**src/rtl/eight_queen_pkg.sv**
```systemverilog
// Shared types and constants for the Eight Queen search engine.
package eight_queen_pkg;

    // Largest board the column register file and board bus can hold.
    localparam int MAX_N = 8;

    // Number of distinct solutions for each supported board size.
    localparam int SOL_COUNT_N4 = 2;
    localparam int SOL_COUNT_N5 = 10;
    localparam int SOL_COUNT_N6 = 4;
    localparam int SOL_COUNT_N7 = 40;
    localparam int SOL_COUNT_N8 = 92;

    // Row and column indices are 3 bits wide.
    typedef logic [2:0] col_t;

    typedef enum logic [2:0] {
        ST_IDLE      = 3'd0,
        ST_CHECK     = 3'd1,
        ST_ACCEPT    = 3'd2,
        ST_ADVANCE   = 3'd3,
        ST_BACKTRACK = 3'd4,
        ST_FOUND     = 3'd5,
        ST_EXHAUSTED = 3'd6
    } solver_state_t;

    // Reference solution count for a board size (0 for unsupported sizes).
    function automatic logic [6:0] expected_solutions(input int n);
        logic [6:0] cnt;
        case (n)
            4:       cnt = 7'(SOL_COUNT_N4);
            5:       cnt = 7'(SOL_COUNT_N5);
            6:       cnt = 7'(SOL_COUNT_N6);
            7:       cnt = 7'(SOL_COUNT_N7);
            8:       cnt = 7'(SOL_COUNT_N8);
            default: cnt = 7'd0;
        endcase
        return cnt;
    endfunction

endpackage

```
**src/rtl/abs_subtractor.sv**
```systemverilog
// 3-bit unsigned absolute-difference primitive: diff = |a - b|.
module abs_subtractor (
    input  logic [2:0] a,
    input  logic [2:0] b,
    output logic [2:0] diff
);

    // Subtract the smaller operand from the larger so the result never wraps.
    always_comb begin
        if (a >= b) begin
            diff = a - b;
        end else begin
            diff = b - a;
        end
    end

endmodule

```
**src/rtl/queen_conflict.sv**
```systemverilog
// Combinational attack test between two queens a known row distance apart.
module queen_conflict (
    input  logic [2:0] col_a,
    input  logic [2:0] col_b,
    input  logic [2:0] row_dist,
    output logic       conflict
);

    logic [2:0] col_dist_s;

    abs_subtractor u_abs (
        .a    (col_a),
        .b    (col_b),
        .diff (col_dist_s)
    );

    // Same column, or the column gap equals the row gap (shared diagonal).
    always_comb begin
        if (col_a == col_b) begin
            conflict = 1'b1;
        end else if (col_dist_s == row_dist) begin
            conflict = 1'b1;
        end else begin
            conflict = 1'b0;
        end
    end

endmodule

```
**src/rtl/queen_backtrack_solver.sv**
```systemverilog
// Row-by-row N-Queens backtracking search with a found/next handshake.
// Each candidate is checked against one earlier row per cycle; solutions
// appear in lexicographic order of the row-0, row-1, ... columns.
module queen_backtrack_solver #(
    parameter int N = 8
) (
    input  logic        clk,
    input  logic        rst,
    input  logic        start,
    input  logic        next,
    output logic        busy,
    output logic        found,
    output logic        done,
    output logic [23:0] board,
    output logic [6:0]  sol_count
);

    import eight_queen_pkg::*;

    localparam col_t LAST_IDX = col_t'(N - 1);

    solver_state_t state_r;
    solver_state_t state_next_s;

    col_t        row_r;
    col_t        k_r;
    col_t        cols_r [MAX_N];
    logic [6:0]  sol_count_r;

    logic        busy_r;
    logic        found_r;
    logic        done_r;
    logic [23:0] board_r;

    logic        busy_next_s;
    logic        found_next_s;
    logic        done_next_s;
    logic [23:0] board_next_s;

    col_t        row_dist_s;
    logic        conflict_s;

    // k never exceeds row while checking, so the distance is non-negative.
    assign row_dist_s = row_r - k_r;

    queen_conflict u_conflict (
        .col_a    (cols_r[k_r]),
        .col_b    (cols_r[row_r]),
        .row_dist (row_dist_s),
        .conflict (conflict_s)
    );

    // State register.
    always_ff @(posedge clk) begin
        if (rst) begin
            state_r <= ST_IDLE;
        end else begin
            state_r <= state_next_s;
        end
    end

    // Next-state decision for the search.
    always_comb begin
        state_next_s = state_r;
        case (state_r)
            ST_IDLE, ST_EXHAUSTED: begin
                if (start) begin
                    state_next_s = ST_CHECK;
                end else begin
                    state_next_s = state_r;
                end
            end
            ST_CHECK: begin
                if (k_r == row_r) begin
                    state_next_s = ST_ACCEPT;
                end else if (conflict_s) begin
                    state_next_s = ST_ADVANCE;
                end else begin
                    state_next_s = ST_CHECK;
                end
            end
            ST_ACCEPT: begin
                if (row_r == LAST_IDX) begin
                    state_next_s = ST_FOUND;
                end else begin
                    state_next_s = ST_CHECK;
                end
            end
            ST_ADVANCE: begin
                if (cols_r[row_r] == LAST_IDX) begin
                    state_next_s = ST_BACKTRACK;
                end else begin
                    state_next_s = ST_CHECK;
                end
            end
            ST_BACKTRACK: begin
                if (row_r == 3'd0) begin
                    state_next_s = ST_EXHAUSTED;
                end else begin
                    state_next_s = ST_ADVANCE;
                end
            end
            ST_FOUND: begin
                // A fresh start takes priority over resuming.
                if (start) begin
                    state_next_s = ST_CHECK;
                end else if (next) begin
                    state_next_s = ST_ADVANCE;
                end else begin
                    state_next_s = ST_FOUND;
                end
            end
            default: begin
                state_next_s = ST_IDLE;
            end
        endcase
    end

    // Column register file, row/k cursors and the solution counter.
    always_ff @(posedge clk) begin
        if (rst) begin
            row_r       <= 3'd0;
            k_r         <= 3'd0;
            sol_count_r <= 7'd0;
            for (int r = 0; r < MAX_N; r++) begin
                cols_r[r] <= 3'd0;
            end
        end else begin
            case (state_r)
                ST_IDLE, ST_EXHAUSTED, ST_FOUND: begin
                    if (start) begin
                        row_r       <= 3'd0;
                        k_r         <= 3'd0;
                        sol_count_r <= 7'd0;
                        for (int r = 0; r < MAX_N; r++) begin
                            cols_r[r] <= 3'd0;
                        end
                    end
                end
                ST_CHECK: begin
                    if ((k_r != row_r) && !conflict_s) begin
                        k_r <= k_r + 3'd1;
                    end
                end
                ST_ACCEPT: begin
                    if (row_r == LAST_IDX) begin
                        if (sol_count_r != 7'd127) begin
                            sol_count_r <= sol_count_r + 7'd1;
                        end
                    end else begin
                        row_r                 <= row_r + 3'd1;
                        cols_r[row_r + 3'd1]  <= 3'd0;
                        k_r                   <= 3'd0;
                    end
                end
                ST_ADVANCE: begin
                    if (cols_r[row_r] != LAST_IDX) begin
                        cols_r[row_r] <= cols_r[row_r] + 3'd1;
                        k_r           <= 3'd0;
                    end
                end
                ST_BACKTRACK: begin
                    if (row_r != 3'd0) begin
                        cols_r[row_r] <= 3'd0;
                        row_r         <= row_r - 3'd1;
                    end
                end
                default: begin
                    row_r <= row_r;
                end
            endcase
        end
    end

    // Output values for the state being entered, so outputs track the state register.
    always_comb begin
        busy_next_s  = 1'b0;
        found_next_s = 1'b0;
        done_next_s  = 1'b0;
        board_next_s = 24'd0;
        case (state_next_s)
            ST_CHECK, ST_ACCEPT, ST_ADVANCE, ST_BACKTRACK: begin
                busy_next_s = 1'b1;
            end
            ST_FOUND: begin
                found_next_s = 1'b1;
                for (int r = 0; r < MAX_N; r++) begin
                    if (r < N) begin
                        board_next_s[3*r +: 3] = cols_r[r];
                    end else begin
                        board_next_s[3*r +: 3] = 3'd0;
                    end
                end
            end
            ST_EXHAUSTED: begin
                done_next_s = 1'b1;
            end
            default: begin
                busy_next_s = 1'b0;
            end
        endcase
    end

    // Output registers.
    always_ff @(posedge clk) begin
        if (rst) begin
            busy_r  <= 1'b0;
            found_r <= 1'b0;
            done_r  <= 1'b0;
            board_r <= 24'd0;
        end else begin
            busy_r  <= busy_next_s;
            found_r <= found_next_s;
            done_r  <= done_next_s;
            board_r <= board_next_s;
        end
    end

    assign busy      = busy_r;
    assign found     = found_r;
    assign done      = done_r;
    assign board     = board_r;
    assign sol_count = sol_count_r;

endmodule

```
**config.mk**
```make
export PLATFORM = sky130hd
export DESIGN_NAME = queen_backtrack_solver
export DESIGN_NICKNAME = d
export VERILOG_FILES = /design/src/rtl/eight_queen_pkg.sv /design/src/rtl/abs_subtractor.sv /design/src/rtl/queen_conflict.sv /design/src/rtl/queen_backtrack_solver.sv
export SDC_FILE = /design/constraint.sdc
export NUM_CORES = 1
export LEC_CHECK = 0
export ABC_CLOCK_PERIOD_IN_PS = 8700
export CAP_MARGIN = 30
export CORE_ASPECT_RATIO = 2
export CORE_MARGIN = 2
export CORE_UTILIZATION = 60
export DETAILED_ROUTE_END_ITERATION = 8
export PLACE_DENSITY = 0.87
export SETUP_SLACK_MARGIN = 0.5
export SLEW_MARGIN = 20
export SYNTH_ARGS = -nofsm -noshare
export SYNTH_HDL_FRONTEND = slang
export SYNTH_SLANG_ARGS = --single-unit
```
**constraint.sdc**
```tcl
create_clock -name clk -period 8.7 [get_ports clk]
set_input_delay 0.87 -clock clk [delete_from_list [all_inputs] [get_ports clk]]
set_output_delay 0.87 -clock clk [all_outputs]
set_load 0.005 [all_outputs]
```
==> results of run 1 <==
==> area by class of cell <==
cell class                      instances  area (µm²)
Clock inverter                          7        76.3
Tap cell                               63        78.8
Clock buffer                            9         225
Multi-Input combinational cell        257        1880
Fill cell                             425        1610
Timing Repair Buffer                   37         370
Sequential cell                        73        1700
Inverter                               16        60.1
==> registers in the layout (all words and copies together) (netlist names), named ones only <==
name,count
row_r,3
state_r,3
board,24
k_r,3
busy,1
done,1
found,1
sol_count,7
cols_r,24
==> worst register-to-register path, cell delays in order, from the launching register on <==
cell,delay (ns)
dfxtp_1,0.55
mux4_2,0.57
mux2i_1,0.35
ha_1,0.22
inv_1,0.06
fa_1,0.37
or4b_1,0.53
a21oi_1,0.16
a311oi_2,0.08
xnor2_2,0.38
a31oi_2,0.17
a32o_1,0.26
==> worst max-delay path by stage <==
stage	from	to	slack (ns)	depth (start not counted)
2_1_floorplan	flop	busy$_SDFF_PP0_	5.17	11
3_3_place_gp	flop	busy$_SDFF_PP0_	5.11	10
3_5_place_dp	flop	busy$_SDFF_PP0_	5.00	10
4_1_cts	flop	busy$_SDFF_PP0_	4.92	11
5_1_grt	flop	busy$_SDFF_PP0_	4.71	11
6_report	flop	busy$_SDFF_PP0_	4.89	11
==> power by group through the flow <==
| stage | combinational [W] | sequential [W] | clock (W) |
|---|---|---|---|
| detailed placement | 0.000153 | 0.000407 | 0 |
| floorplan | 0.000134 | 0.000386 | 0 |
| global placement | 0.000147 | 0.000404 | 0 |
| global route | 0.000172 | 0.000402 | 0.000388 |
| CTS | 0.000156 | 0.000399 | 0.000373 |
| finish | 0.000158 | 0.000401 | 0.000374 |
==> logic make-up (layout without fill, tap and decap cells) <==
kind of cell / Yosys count / count (layout) / share of synthesized area
flip-flops: 73 / 73 / 0.457
adder cells (fa/ha/maj): 18 / 18 / 0.0666
buffers and inverters: 30 / 69 / 0.0370
XOR/XNOR: 10 / 10 / 0.0256
AO/OA/AOI/OAI: 59 / 59 / 0.109
multiplexers: 24 / 24 / 0.105
AND/OR/NAND/NOR: 146 / 146 / 0.199
==> metrics by stage <==
stage                     hold WS [ns]  cell area, µm²  setup WS [ns]  std cells  power, W
after floorplan                  0.461            3720           5.17        360  0.000520
after global placement           0.487            4090           5.11        446  0.000552
after detailed placement         0.488            4090           5.00        446  0.000560
after CTS                        0.499            4390           4.92        462  0.000928
after global routing             0.526            4390           4.71        462  0.000961
final                            0.497            4390           4.89        462  0.000933
==> per-layer routing <==
layer / wire length, µm / share of wire / global-route usage
met4: 658 / 0.076 / 0.212
met3: 361 / 0.042 / 0.0641
met5: 0 / 0 / 0
met2: 4770 / 0.55 / 0.491
met1: 2830 / 0.33 / 0.243
==> cell usage in the layout (no fill, tap or decap), drive strengths merged, types with 3 or more instances in the layout <==
cell           count
ha                15
a31oi              4
nor2              45
clkdlybuf4s50     37
a21o               4
and2              27
nand3b             3
clkbuf             9
mux2i             11
mux4              12
o21ai             12
o211ai             3
nor3               6
edfxtp            24
nor2b              6
o21a               3
a21oi             14
xor2               8
nand2             31
nand4              5
nand3              3
inv               19
fa                 3
nand2b             9
dfxtp             49
==> impl_results.md, run 1 <==
- Worst path required time: around 8.9 ns
- CTS tree: yes
- CP bufs+invs: 1
- Worst-margin pin slew: roughly 0.7 ns
- Setup_tns: 0 ns
- Post-CTS Setup Inserts: 0
- Clk slew on worst S/H paths: around 0.06 ns
- Sink Count: 73
- Psw: 0.000271 W
- Leak: between 1.5 and 2 nW
- CP arrival: 4.05 ns
- Synthesis-to-finish area growth: 18.1%
- 1st-iter DRT viols: 140
- Antenna Cells: 0
- Type of origin of the critical path: flop
- Post-synth EDFFs: 24
- Top cells by area, synth: dfxtp_1 26%, edfxtp_1 19%, mux4_2 7.3%, ha_1 5.0%, and2_1 4.5%
- Routed length per instance: approximately 19 µm
- Hold path startpoint: sol_count[1]$_SDFFE_PP0P_
- CP endpoint kind: flop
- Power density over cell area: roughly 210 nW/µm²
- Switching share of total power: 0.291
- Final setup violation count: 0
- Post-CTS Resized: 0
- Skew final: about 0.0097 ns
- Comb pwr share: 0.170
- Crit Path Class: flop to flop
- Fmax: 0.262 GHz
- Die area: roughly 6900 µm²
- Critical R2R Capture: busy$_SDFF_PP0_
- Post-DP HPWL: 6.28 mm
- Worst Path Max Fanout: 7
- DIE WIDTH: ~60 µm
- Share of layout cells above drive strength 1: 0.0927
- End of the worst hold path: sol_count[1]$_SDFFE_PP0P_
- Synth area leader: dfxtp_1
- PortBufs: 37
- Slew Viols, Final: 0
- GRT overflow: 0
- I/O Pins: 38
- Initial Utilization: 0.620
- DR vias: approximately 2900
- Worst R2R Path Depth: 11
- Clk pwr share: 0.401
- Final Hold Fails: 0
- Worst hold path stage count: 2
- Kind of cell adding the most delay to the critical path: multiplexers
- YS warnings: 0
- Routability cong.: between 0.9 and 1
- Synth async-reset ratio: 0
- Synth Instances: 360
- Core ar.: around 6000 µm²
- Count leader, synth: dfxtp_1
- Post-synth top cells: 49 x dfxtp_1, 45 x nor2_1, 31 x nand2_1
- Syn Nets: between 300 and 400
- Final antenna-violating net count: 0
- Total wire length: ~8.6 mm
- Clock period minus worst slack: roughly 3.8 ns
- # DRC: 0
- RSZ-0062 raised after global routing: no
- CP max stage cell: mux4_2
- Total GRT Usage: 0.273
- Initial antenna violation count: 0
- Hold WC Path Type: flop to flop
- Pint: between 0.0006 and 0.0007 W
- Number of global-route vias before repair: about 2900
- Sequential-to-total area share from yosys stat: 0.457
- H-tree Lvls: 3
- Synth Area per Inst: slightly above 10 µm²
- Critical path cell sequence: mux4_2 -> mux2i_1 -> ha_1 -> inv_1 -> fa_1 -> or4b_1 -> a21oi_1 -> a311oi_2 -> xnor2_2 -> a31oi_2 -> a32o_1
- Max Cap Violations: 0
- Avg Vias per Cell: 6.21
- Post-Syn Area: 3720 µm²
- Row count: 40
- R2r setup slk: a little under 5 ns
- Largest net degree at the start of global routing: 26
- Reg power frac: 0.429
- Rel. slew slack: 0.521
- Chip Height: ~120 µm
- Seq cells post-synth: 73
- CTS buffer count: 9
- First-pass GRT wire length: around 14 mm
- Synth Flop Type: dfxtp_1
- Crit path largest cell delay: around 0.57 ns
- Post-synth top area share: 0.264
- Library cells used by synthesis: 54
- Fin util: 0.732
- Count of hold-fix buffers inserted at cts: 0
- Root buf cell: clkbuf_16
- Clock latency on the worst-skew pair: around 0.34 ns
- Initial DRT Pass Iterations: 4
- Max clock buf depth: 2
- Final period utilization: 0.438
- Outcome: complete, no violations
- VDD IR-drop max: 0.000131 V
- Final net count: 416
(Power assumes the default switching activity.)
==> run 2, diff against run 1 <==
ABC_CLOCK_PERIOD_IN_PS = 3800   (was 8700)
CORE_UTILIZATION = 57   (was 60)
PLACE_DENSITY = 0.83   (was 0.87)
clock period = 3.8 ns   (was 8.7 ns; I/O delays follow)
==> impl_results.md, run 2 (synthesis results as in run 1) <==
- Initial Utilization: 0.590 (was 0.620)
- Worst path required time: 4.04 ns (was 8.93 ns)
- Type of origin of the critical path: flop (unchanged)
- RSZ-0062 raised after global routing: yes (was no)
- Count of hold-fix buffers inserted at cts: 0 (unchanged)
- Max clock buf depth: 2 (unchanged)
- Post-DP HPWL: 6.34 mm (was 6.28 mm)
- Final antenna-violating net count: 0 (unchanged)
- Worst Path Max Fanout: 5 (was 7)
- Fmax: 0.303 GHz (was 0.262 GHz)
- CP endpoint kind: flop (unchanged)
- Die area: 7230 µm² (was 6890 µm²)
- DIE WIDTH: 61.1 µm (was 59.7 µm)
- CTS buffer count: 9 (unchanged)
- Skew final: 0.00599 ns (was 0.00968 ns)
- Footprint of the multi-input gates: 1940 µm² (was 1880 µm²)
- Worst Setup Slack, final: 0.495 ns (was 4.89 ns)
- Max Cap Violations: 0 (unchanged)
- Most frequent cells in the layout: 47 x dfxtp_1, 44 x nor2_1, 37 x clkdlybuf4s50_1, 30 x nand2_1, 26 x and2_1 (was 49 x dfxtp_1, 45 x nor2_1, 37 x clkdlybuf4s50_1, 31 x nand2_1, 27 x and2_1)
- Hold_ws: 0.498 ns (was 0.497 ns)
- GRT overflow: 0 (unchanged)
- Initial antenna violation count: 0 (unchanged)
- VDD IR-drop max: 0.000380 V (was 0.000131 V)
- # DRC: 0 (unchanged)
- I/O Pins: 38 (unchanged)
- Routability cong.: 0.944 (was 0.937)
- Final Power: 0.00214 W (was 0.000933 W)
- Final net count: 423 (was 416)
- Rel. slew slack: 0.510 (was 0.521)
- Slew Viols, Final: 0 (unchanged)
- Final setup violation count: 0 (unchanged)
- Share of layout cells above drive strength 1: 0.140 (was 0.0927)
- Commonest non-fill, non-tap cell in the layout: dfxtp_1 (unchanged)
- Hold WC Path Type: flop to flop (unchanged)
- Crit Path Class: flop to flop (unchanged)
- Total wire length: 8.71 mm (was 8.62 mm)
- Leak: 1.69 nW (was 1.64 nW)
- Root buf cell: clkbuf_16 (unchanged)
- Antenna Cells: 0 (unchanged)
- Fill cell count: 458 (was 425)
- Avg Vias per Cell: 5.87 (was 6.21)
- Final std cells w/o fill: 492 (was 462)
- Chip Height: 118 µm (was 115 µm)
- Setup_tns: 0 ns (unchanged)
- CTS tree: yes (unchanged)
- Core ar.: 6310 µm² (was 6010 µm²)
- Final Hold Fails: 0 (unchanged)
- Sink Count: 73 (unchanged)
- Outcome: complete, no violations (unchanged)
- Routed length per instance: 17.7 µm (was 18.7 µm)
- Synthesis-to-finish area growth: 21.8% (was 18.1%)
- Power density over cell area: 472 nW/µm² (was 212 nW/µm²)
- CP arrival: 3.55 ns (was 4.05 ns)
- Row count: 41 (was 40)
- H-tree Lvls: 3 (unchanged)
- Clock latency on the worst-skew pair: 0.34 ns (about the same)
- Clk slew on worst S/H paths: 0.06 ns (about the same)
- Number of global-route vias before repair: 2876 (was 2857)
- 1st-iter DRT viols: 160 (was 140)
- Initial DRT Pass Iterations: 5 (was 4)
- Clock period minus worst slack: 3.31 ns (was 3.81 ns)
- PortBufs: 37 (unchanged)
- Inst Count DP: 470 (was 446)
- Final period utilization: 0.870 (was 0.438)
- DP Worst Slack: 0.103 ns (was 5.00 ns)
- Worst-margin pin slew: 0.734 ns (was 0.714 ns)
- DR vias: 2888 (was 2869)
- Largest net degree at the start of global routing: 26 (unchanged)
- Total GRT Usage: 0.266 (was 0.273)
- Register area: 1710 µm² (was 1700 µm²)
- First-pass GRT wire length: 14.0 mm (was 13.6 mm)
==> run 2: cell count changes in the layout (fill, tap and decap cells not counted), sizes merged <==
| cell | previous run | this run |
|---|---|---|
| clkbuf | 9 | 11 |
| clkinv | 1 | 3 |
| bufinv | 1 | 0 |
| clkinvlp | 2 | 1 |
| buf | 0 | 7 |
| inv | 19 | 17 |
==> run 2: layout make-up <==
type / count / area share
Clock buffer: 11 / 0.0561
Clock inverter: 5 / 0.00856
Inverter: 16 / 0.0133
Multi-Input combinational cell: 257 / 0.428
Sequential cell: 73 / 0.377
Tap cell: 86 / 0.0238
Timing Repair Buffer: 44 / 0.0933
==> run 2: where the power goes <==
group	internal (W)	switching, W	total (W)
logic	0.000183	0.000227	0.000409
registers	0.000851	0.0000677	0.000919
clock network	0.000484	0.000327	0.000811
total	0.00152	0.000621	0.00214
==> run 2: repair_timing <==
action,CTS,global route
pin swaps,2,6
endpoints found under the setup margin,55,35
setup buffers,3,3
gates resized for setup,10,6
gates cloned,0,0
==> run 2: final timing paths <==
| path | endpoint | from | slack [ns] | depth (start not counted) |
|---|---|---|---|---|
| worst max-delay path | flop | cols_r[7][0]$_SDFFCE_PN0P_ | 0.49 | 12 |
| worst min-delay path | sol_count[1]$_SDFFE_PP0P_ | sol_count[1]$_SDFFE_PP0P_ | 0.50 | 2 |
| worst max register to register | flop | cols_r[7][0]$_SDFFCE_PN0P_ | 0.49 | 12 |
| worst min register to register | sol_count[1]$_SDFFE_PP0P_ | sol_count[1]$_SDFFE_PP0P_ | 0.50 | 2 |
==> run 2: metrics by stage <==
stage | utilization | area [µm²]
floorplan | - | 3730
global placement | 0.655 | 4130
detailed placement | 0.655 | 4130
CTS | 0.711 | 4490
global route | 0.718 | 4530
finish | 0.718 | 4530
==> run 2: per-layer routing <==
layer  up-vias  track usage  share of wire
met5         -            0              0
met4         0        0.144          0.038
met3        28       0.0470          0.044
met2       100        0.479           0.57
met1      1395        0.267           0.35
li1       1365            -              -
==> run 2: worst max-delay path, cell delays in order, from the launching register on <==
cell,delay (ns)
edfxtp_1,0.47
mux4_2,0.55
mux2i_4,0.20
ha_1,0.17
inv_1,0.05
fa_2,0.34
or4b_4,0.52
a21oi_2,0.13
a311oi_2,0.07
xnor2_2,0.17
buf_4,0.16
a211o_1,0.26
o211ai_1,0.10
==> run 3, diff against run 2 <==
CORE_MARGIN = unset   (was 2)
==> impl_results.md, run 3 (synthesis results as in run 1) <==
- Number of global-route vias before repair: 2879 (was 2876)
- I/O Pins: 38 (unchanged)
- Clock period minus worst slack: 3.29 ns (was 3.31 ns)
- Worst-margin pin slew: 0.821 ns (was 0.734 ns)
- Clk slew on worst S/H paths: 0.06 ns (about the same)
- Fmax: 0.304 GHz (was 0.303 GHz)
- DP Worst Slack: 0.124 ns (was 0.103 ns)
- Kind of cell adding the most delay to the critical path: compound AO/OA/AOI/OAI gates (was multiplexers)
- Largest net degree at the start of global routing: 26 (unchanged)
- Routability cong.: 0.920 (was 0.944)
- CTS tree: yes (unchanged)
- Row count: 41 (unchanged)
- Final setup violation count: 0 (unchanged)
- DR vias: 2901 (was 2888)
- CP bufs+invs: 3 (was 2)
- # DRC: 0 (unchanged)
- Fill cell count: 445 (was 458)
- Routed length per instance: 18.0 µm (was 17.7 µm)
- Antenna Cells: 0 (unchanged)
- GRT overflow: 0 (unchanged)
- Root buf cell: clkbuf_16 (unchanged)
- First-pass GRT wire length: 14.2 mm (was 14.0 mm)
- Skew final: 0.00606 ns (was 0.00599 ns)
- Total GRT Usage: 0.292 (was 0.266)
- RSZ-0062 raised after global routing: yes (unchanged)
- CP endpoint kind: flop (unchanged)
- Worst Setup Slack, final: 0.514 ns (was 0.495 ns)
- Max clock buf depth: 2 (unchanged)
- Synthesis-to-finish area growth: 23.5% (was 21.8%)
- Crit Path Class: flop to flop (unchanged)
- Most frequent cells in the layout: 47 x dfxtp_1, 43 x nor2_1, 37 x clkdlybuf4s50_1, 27 x nand2_1, 26 x and2_1 (was 47 x dfxtp_1, 44 x nor2_1, 37 x clkdlybuf4s50_1, 30 x nand2_1, 26 x and2_1)
- H-tree Lvls: 3 (unchanged)
- Final period utilization: 0.865 (was 0.870)
- Critical path cell sequence: buf_4 -> mux4_2 -> mux2i_4 -> inv_1 -> ha_2 -> nand2b_1 -> a211o_1 -> a311oi_2 -> xnor2_2 -> buf_6 -> a31oi_4 -> a32o_1 (was mux4_2 -> mux2i_4 -> ha_1 -> inv_1 -> fa_2 -> or4b_4 -> a21oi_2 -> a311oi_2 -> xnor2_2 -> buf_4 -> a211o_1 -> o211ai_1)
- Post-DP HPWL: 6.33 mm (was 6.34 mm)
- Count of hold-fix buffers inserted at cts: 0 (unchanged)
- Type of origin of the critical path: flop (unchanged)
- Register area: 1710 µm² (unchanged)
- 1st-iter DRT viols: 157 (was 160)
- Outcome: complete, no violations (unchanged)
- Share of layout cells above drive strength 1: 0.165 (was 0.140)
- Initial DRT Pass Iterations: 5 (unchanged)
- CP max stage cell: mux4_2 (unchanged)
- Commonest non-fill, non-tap cell in the layout: dfxtp_1 (unchanged)
- Crit path largest cell delay: 0.49 ns (was 0.55 ns)
- Initial antenna violation count: 0 (unchanged)
- Final instance area: 4590 µm² (was 4530 µm²)
- Final antenna-violating net count: 0 (unchanged)
- Worst Path Max Fanout: 7 (was 5)
- Die area: 6870 µm² (was 7230 µm²)
- Core ar.: 6310 µm² (unchanged)
- Final Hold Fails: 0 (unchanged)
- Total wire length: 8.87 mm (was 8.71 mm)
- Fin util: 0.728 (was 0.718)
- DP Area: 4130 µm² (unchanged)
- Leak: 1.70 nW (was 1.69 nW)
- Final Power: 0.00219 W (was 0.00214 W)
- VDD IR-drop max: 0.000332 V (was 0.000380 V)
- Power density over cell area: 477 nW/µm² (was 472 nW/µm²)
- Worst path required time: 4.04 ns (about the same)
- Rel. slew slack: 0.448 (was 0.510)
- CTS buffer count: 9 (unchanged)
- Setup_tns: 0 ns (unchanged)
- Initial Utilization: 0.590 (unchanged)
- PortBufs: 37 (unchanged)
- Slew Viols, Final: 0 (unchanged)
- Avg Vias per Cell: 5.88 (was 5.87)
- CP arrival: 3.52 ns (was 3.55 ns)
- Sink Count: 73 (unchanged)
- Hold WC Path Type: flop to flop (unchanged)
- DIE WIDTH: 59.1 µm (was 61.1 µm)
- Max Cap Violations: 0 (unchanged)
- Chip Height: 116 µm (was 118 µm)
- Final net count: 424 (was 423)
- Clock latency on the worst-skew pair: 0.34 ns (about the same)
- Footprint of the multi-input gates: 1990 µm² (was 1940 µm²)
[run 3: changes by cell type in the layout (fill, tap and decap cells not counted), moves of 2 or more]
| cell | previous run | this run |
|---|---|---|
| mux2i_1 | 9 | 6 |
| nand2_1 | 30 | 27 |
| nand2_2 | 1 | 4 |
| a31oi_2 | 3 | 1 |
| a31oi_4 | 0 | 2 |
| mux2i_2 | 0 | 2 |
[run 3: worst min-delay path, cell delays in order, from the launching register on]
cell and delay (ns):
dfxtp_1 0.34, nand2_1 0.07, a21oi_1 0.06
[run 3: where the power goes]
part | internal [W] | switching (W) | total [W]
clock network | 0.000510 | 0.000327 | 0.000837
registers | 0.000851 | 0.0000646 | 0.000916
logic | 0.000192 | 0.000245 | 0.000437
total | 0.00155 | 0.000637 | 0.00219
[run 3: final cells by class]
| class | count | share of cell area |
|---|---|---|
| Sequential cell | 73 | 0.371 |
| Clock inverter | 6 | 0.0147 |
| Timing Repair Buffer | 45 | 0.0945 |
| Inverter | 16 | 0.0131 |
| Clock buffer | 10 | 0.0498 |
| Multi-Input combinational cell | 257 | 0.433 |
| Tap cell | 86 | 0.0234 |
[run 3: metrics by stage]
step,hold slack (ns),instances
2_1_floorplan,0.461,360
3_3_place_gp,0.482,470
3_5_place_dp,0.496,470
4_1_cts,0.507,490
5_1_grt,0.531,493
6_report,0.506,493
[run 3: metal layers]
layer	vias up	wire (µm)	global-route usage
li1	1355	-	-
met1	1367	2920	0.262
met2	140	4990	0.542
met3	39	395	0.0808
met4	0	567	0.195
met5	-	0	0
[run 3: worst paths after layout]
path                                    from                        end  slack (ns)  cells after the start
setup / recovery  cols_r[2][0]$_SDFFCE_PN0P_            busy$_SDFF_PP0_        0.51                     12
hold / removal     sol_count[1]$_SDFFE_PP0P_  sol_count[1]$_SDFFE_PP0P_        0.51                      2
setup reg to reg  cols_r[2][0]$_SDFFCE_PN0P_            busy$_SDFF_PP0_        0.51                     12
hold reg to reg    sol_count[1]$_SDFFE_PP0P_  sol_count[1]$_SDFFE_PP0P_        0.51                      2
[run 3: what timing repair did]
action,4_1_cts,5_1_grt
resized for setup,14,15
hold endpoints to repair,0,0
setup buffers,4,3
endpoints found under the setup margin,55,39
pin swaps,2,7
